[config.mk]
export PLATFORM = sky130hd
export DESIGN_NAME = traffic_scheduler
export DESIGN_NICKNAME = d
export VERILOG_FILES = /design/src/rtl/traffic_pkg.sv /design/src/rtl/rr_pick.sv /design/src/rtl/traffic_scheduler.sv
export SDC_FILE = /design/constraint.sdc
export NUM_CORES = 1
export LEC_CHECK = 0
export CORE_MARGIN = 3
export CORE_UTILIZATION = 55
export CTS_BUF_LIST = sky130_fd_sc_hd__clkbuf_8
export CTS_CLUSTER_DIAMETER = 200
export DETAILED_ROUTE_END_ITERATION = 8
export PLACE_DENSITY = 0.92
export SLEW_MARGIN = 10
export SYNTH_ARGS = -nofsm -noshare
export SYNTH_HDL_FRONTEND = slang
export SYNTH_SLANG_ARGS = --single-unit
[constraint.sdc]
create_clock -name clk -period 6.35 [get_ports clk]
set_input_delay 1.905 -clock clk [delete_from_list [all_inputs] [get_ports clk]]
set_output_delay 1.905 -clock clk [all_outputs]
set_load 0.005 [all_outputs]
[src/rtl/traffic_pkg.sv]
// traffic_pkg: lamp colour and scheduler state encodings shared by the scheduler and its benches.
package traffic_pkg;
    typedef enum logic [1:0] {GREEN = 2'd0, YELLOW = 2'd1, RED = 2'd2} colour_t;
    typedef enum logic [2:0] {ST_IDLE, ST_GREEN, ST_YELLOW, ST_ALLRED, ST_WALK} state_t;
endpackage

[src/rtl/rr_pick.sv]
// rr_pick: combinational round-robin pick of the first set request at or after ptr.
module rr_pick #(
    parameter int N  = 4,
    parameter int PW = $clog2(N)
) (
    input  logic [N-1:0]  req,
    input  logic [PW-1:0] ptr,
    output logic [PW-1:0] idx,
    output logic          any
);
    logic [PW-1:0] k;
    // Scan offsets from farthest to nearest so the nearest set request is the last to win.
    always_comb begin
        idx = '0;
        k = '0;
        for (int i = N - 1; i >= 0; i--) begin
            k = PW'((int'(ptr) + i) % N);
            if (req[k]) idx = k;
        end
    end
    assign any = |req;
endmodule

[src/rtl/traffic_scheduler.sv]
// traffic_scheduler: round-robin multi-phase intersection scheduler with pedestrian walk phase.
module traffic_scheduler
    import traffic_pkg::*;
#(
    parameter int N_PH      = 4,
    parameter int GREEN_MIN = 4,
    parameter int GREEN_MAX = 12,
    parameter int YELLOW_T  = 2,
    parameter int ALLRED_T  = 1,
    parameter int WALK_T    = 6
) (
    input  logic                    clk,
    input  logic                    rst,
    input  logic [N_PH-1:0]         req,
    input  logic                    ped_btn,
    output logic [2*N_PH-1:0]       lights,
    output logic                    walk,
    output logic [$clog2(N_PH)-1:0] grant_ph,
    output logic                    grant_vld
);
    localparam int PW   = $clog2(N_PH);
    localparam int T1   = GREEN_MAX > WALK_T ? GREEN_MAX : WALK_T;
    localparam int T2   = YELLOW_T > ALLRED_T ? YELLOW_T : ALLRED_T;
    localparam int CW   = $clog2(T1 > T2 ? T1 : T2) + 1;
    localparam logic [CW-1:0] G_MIN = CW'(GREEN_MIN - 1);
    localparam logic [CW-1:0] G_MAX = CW'(GREEN_MAX - 1);
    localparam logic [CW-1:0] Y_END = CW'(YELLOW_T - 1);
    localparam logic [CW-1:0] A_END = CW'(ALLRED_T - 1);
    localparam logic [CW-1:0] W_END = CW'(WALK_T - 1);

    state_t              state, nxt;
    logic [PW-1:0]       g, nxt_g, ptr, pick;
    logic [CW-1:0]       cnt;
    logic [2*N_PH-1:0]   nxt_lights;
    logic                any, pend, other, dec, d_walk, last_walk, ped_pend;

    // A press in the current cycle counts immediately, so walk/yield react with one cycle latency.
    assign pend   = ped_pend | ped_btn;
    assign other  = |(req & ~(N_PH'(1) << g)) | pend;
    assign d_walk = pend && !(last_walk && any);

    rr_pick #(.N(N_PH), .PW(PW)) u_pick (.req(req), .ptr(ptr), .idx(pick), .any(any));

    always_comb begin
        nxt = state;
        dec = 1'b0;
        case (state)
            ST_IDLE:   dec = 1'b1;
            ST_GREEN:  if (other && ((cnt >= G_MIN && !req[g]) || cnt == G_MAX)) nxt = ST_YELLOW;
            ST_YELLOW: if (cnt == Y_END) nxt = ST_ALLRED;
            ST_ALLRED: dec = cnt == A_END;
            ST_WALK:   if (cnt == W_END) nxt = ST_ALLRED;
            default:   nxt = ST_IDLE;
        endcase
        if (dec) nxt = d_walk ? ST_WALK : any ? ST_GREEN : ST_IDLE;
        nxt_g = dec && !d_walk && any ? pick : g;
        nxt_lights = {N_PH{RED}};
        for (int i = 0; i < N_PH; i++)
            nxt_lights[2*i +: 2] = nxt_g != PW'(i) ? RED : nxt == ST_GREEN ? GREEN : nxt == ST_YELLOW ? YELLOW : RED;
    end

    always_ff @(posedge clk or posedge rst) begin
        if (rst) begin
            state     <= ST_IDLE;
            g         <= '0;
            ptr       <= '0;
            cnt       <= '0;
            ped_pend  <= 1'b0;
            last_walk <= 1'b0;
            lights    <= {N_PH{RED}};
            walk      <= 1'b0;
            grant_ph  <= '0;
            grant_vld <= 1'b0;
        end else begin
            state     <= nxt;
            g         <= nxt_g;
            cnt       <= nxt != state ? '0 : (state == ST_GREEN && cnt == G_MAX) ? cnt : cnt + 1'b1;
            if (state == ST_YELLOW && nxt == ST_ALLRED) ptr <= g == PW'(N_PH - 1) ? '0 : g + 1'b1;
            ped_pend  <= ped_btn || (ped_pend && !(nxt == ST_WALK && state != ST_WALK));
            if (dec && (d_walk || any)) last_walk <= d_walk;
            lights    <= nxt_lights;
            walk      <= nxt == ST_WALK;
            grant_vld <= nxt == ST_GREEN || nxt == ST_YELLOW;
            grant_ph  <= (nxt == ST_GREEN || nxt == ST_YELLOW) ? nxt_g : '0;
        end
    end
endmodule

==> impl_metrics.env <==
export IMPL_status="complete, no violations"
export IMPL_crit_type="in -> reg"
export IMPL_cp_required_ns=6.51
export IMPL_gp_congestion=0.820
export IMPL_insertedDiodeCount=0
export IMPL_vias=1100
export IMPL_postCtsSetupBuffers=0
export IMPL_ys_warn_count=0
export IMPL_worst_ep_arrival_time_ns=4.16
export IMPL_fmax_mhz=250
export IMPL_fin_area_um2=1670
export IMPL_synth_commonest_cells="22 x dfrtp_1, 14 x inv_1, 9 x nand2_1"
export IMPL_cts_root_buf="clkbuf_8"
export IMPL_dp_hpwl_um=2350
export IMPL_start_util=0.610
export IMPL_path_cells="clkdlybuf4s50_1, or4_4, a211oi_1, and4bb_1"
export IMPL_setup_viol=0
export IMPL_hold_viol_final=0
export IMPL_ys_types=45
export IMPL_clock_skew_ns=0.00843
export IMPL_ys_ff_latch=26
export IMPL_worst_hold_startpoint="ptr[0]"
export IMPL_cts_reportedPaths_clkPinSlew_ns=0.09
export IMPL_cts_hold_buf=0
export IMPL_cp_end_kind="flop"
export IMPL_p_sw_frac=0.391
export IMPL_cts_tree="done"
export IMPL_die_y_um=56.7
export IMPL_grt_pass1_vias=1217
export IMPL_worstMarginPinSlew_ns=1.05
export IMPL_track_usage=0.206
export IMPL_grt_pass1_wl_um=5190
export IMPL_synthCells=132
export IMPL_power_leakage_nw=0.734
export IMPL_synthesis_nets=146
export IMPL_fin_hold_ws_ns=0.533
export IMPL_combPwrFrac=0.466
export IMPL_routedWlPerCell_um=16.9
export IMPL_antenna_found_initial=0
export IMPL_place_inst=176
export IMPL_cp_top_family="compound AO/OA/AOI/OAI gates"
export IMPL_avgSynthCellArea_um2=10.7
export IMPL_multiInputGateArea_um2=693
export IMPL_viasPerCell=6.11
export IMPL_intPower_uw=422
export IMPL_synth_flop_cell="dfrtp_1"
export IMPL_syn_area_um2=1410
export IMPL_grt_max_degree=27
export IMPL_wl_um=3040
export IMPL_postLayoutCoreUtil=0.721
export IMPL_fin_crit_sh=0.630
export IMPL_finalCriticalPeriod_ns=4.00
export IMPL_cp_startpoint="req[1]"
export IMPL_ant_nets=0
export IMPL_ios=19
export IMPL_nFillCells=180
export IMPL_layout_drive_gt1_share=0.132
export IMPL_rsz0062_at_grt="false"
export IMPL_seqPwrFrac=0.382
export IMPL_dpl_cell_area_um2=1620
export IMPL_area_growth_pct=18.2
export IMPL_p_switching_uw=270
export IMPL_yosysMostFrequentCell="dfrtp_1"
export IMPL_ir_worst_vdd_mv=0.298
export IMPL_cts_resized=0
export IMPL_die_w_um=56.7
export IMPL_rows=17
export IMPL_cts_made_buffers=3
export IMPL_seqCellArea_um2=656
export IMPL_p_clk_frac=0.152
export IMPL_synth_async_reset_ratio=1.00
export IMPL_critical_path_buf_inv_count=1
export IMPL_htree_levels=1
export IMPL_first_pass_iters=5
export IMPL_drt_iter0_markers=32
export IMPL_drv_slew=0
export IMPL_insertion_delay_ns=0.27
export IMPL_synth_top_area_share=0.389
export IMPL_maxCapViolations=0
export IMPL_clock_sinks=26
export IMPL_slew_headroom=0.295
export IMPL_drc=0
export IMPL_clockBufferDepth=2
export IMPL_r2r_start="cnt[0]"
export IMPL_stdcell_count=180
export IMPL_synth_edf_count=0
export IMPL_finalNetCount=167
export IMPL_min_path_type="reg -> reg"
export IMPL_p_per_area_nw_per_um2=414
export IMPL_grt_overflow=0
export IMPL_crit_path_top_delay_cell="a211oi_1"
export IMPL_fin_tns_setup_ns=0
export IMPL_dieArea_um2=3210
export IMPL_portBuffers=18
export IMPL_start_kind="primary input"
export IMPL_core_area_um2=2320
export IMPL_ys_seq_area_frac=0.464
export IMPL_worstPathMaxFanout=9
export IMPL_yosysTopAreaCell="dfrtp_1"
export IMPL_synth_area_leaders="dfrtp_1 39%, dfstp_2 7.4%, ha_1 6.2%"
export IMPL_slowest_delay_ns=0.90
-- logic make-up after synthesis --
logic type,after synthesis,synth area share
AO/OA/AOI/OAI,31,0.174
XOR/XNOR,5,0.0363
adder cells (fa/ha/maj),7,0.0619
buffers and inverters,16,0.0460
flip-flops,26,0.464
multiplexers,4,0.0381
AND/OR/NAND/NOR,43,0.180
-- sequential cells by signal, indices dropped and copies added, names as in the netlist, 2 cells and up --
signal,count
lights,8
state,3
ptr,2
g,2
cnt,5
grant_ph,2
-- cells in the final DEF (no fill, tap or decap), types with 2 or more instances in the layout --
| master | Yosys | layout |
|---|---|---|
| inv_1 | 14 | 14 |
| nand3_1 | 8 | 8 |
| ha_1 | 7 | 7 |
| nand2_1 | 9 | 9 |
| clkbuf_8 | 0 | 4 |
| nor3_1 | 6 | 6 |
| xor2_1 | 2 | 2 |
| o21bai_1 | 3 | 3 |
| xnor2_1 | 2 | 2 |
| o21ai_0 | 4 | 4 |
| mux2i_1 | 2 | 2 |
| a21oi_1 | 5 | 5 |
| and2_1 | 2 | 2 |
| and4bb_1 | 2 | 2 |
| dfrtp_1 | 22 | 22 |
| nand3b_1 | 2 | 2 |
| dfstp_2 | 4 | 4 |
| a31oi_1 | 2 | 2 |
| nor2_1 | 7 | 7 |
| a2111oi_1 | 3 | 3 |
| clkdlybuf4s50_1 | 0 | 18 |
-- cell type report --
class / count / area share
Clock buffer: 4 / 0.0329
Sequential cell: 26 / 0.392
Multi-Input combinational cell: 90 / 0.415
Timing Repair Buffer: 18 / 0.108
Inverter: 14 / 0.0314
Tap cell: 28 / 0.0210
-- power by group through the flow --
stage / sequential [mW] / combinational [mW] / clock, mW
2_1_floorplan: 0.253 / 0.226 / 0
3_3_place_gp: 0.262 / 0.301 / 0
3_5_place_dp: 0.267 / 0.317 / 0
4_1_cts: 0.264 / 0.321 / 0.107
5_1_grt: 0.273 / 0.354 / 0.115
6_report: 0.264 / 0.322 / 0.105
-- stage by stage --
stage / setup WS, ns / total power, mW
3_3_place_gp: 2.31 / 0.563
2_1_floorplan: 2.95 / 0.479
6_report: 2.35 / 0.692
4_1_cts: 2.40 / 0.692
5_1_grt: 2.31 / 0.742
3_5_place_dp: 2.12 / 0.584
-- worst reg2reg max path: stages, from the launching register on --
cell     delay [ns]
dfrtp_1        0.43
inv_1          0.11
ha_1           0.14
nor4b_2        0.29
a31oi_1        0.22
nor2_1         0.31
mux2i_1        0.49
inv_1          0.22
nor3_1         0.22
-- final timing paths --
check,depth (start not counted),slack [ns],end
max in group asynchronous,2,3.64,cnt[4]
min in group asynchronous,2,2.14,g[1]
hold / removal,2,0.53,ptr[0]
hold reg to reg,2,0.53,ptr[0]
setup reg to reg,8,3.82,lights[2]
setup / recovery,4,2.35,cnt[2]
-- metal layers --
layer	vias to the layer above	share of wire	wire, µm	global-route usage
met1	532	0.43	1300	0.256
met5	-	0	0	0
met2	46	0.49	1480	0.327
met3	8	0.070	214	0.0713
met4	0	0.014	43	0.0780
li1	514	-	-	-
No activity file was read; power rests on OpenSTA's default activity.
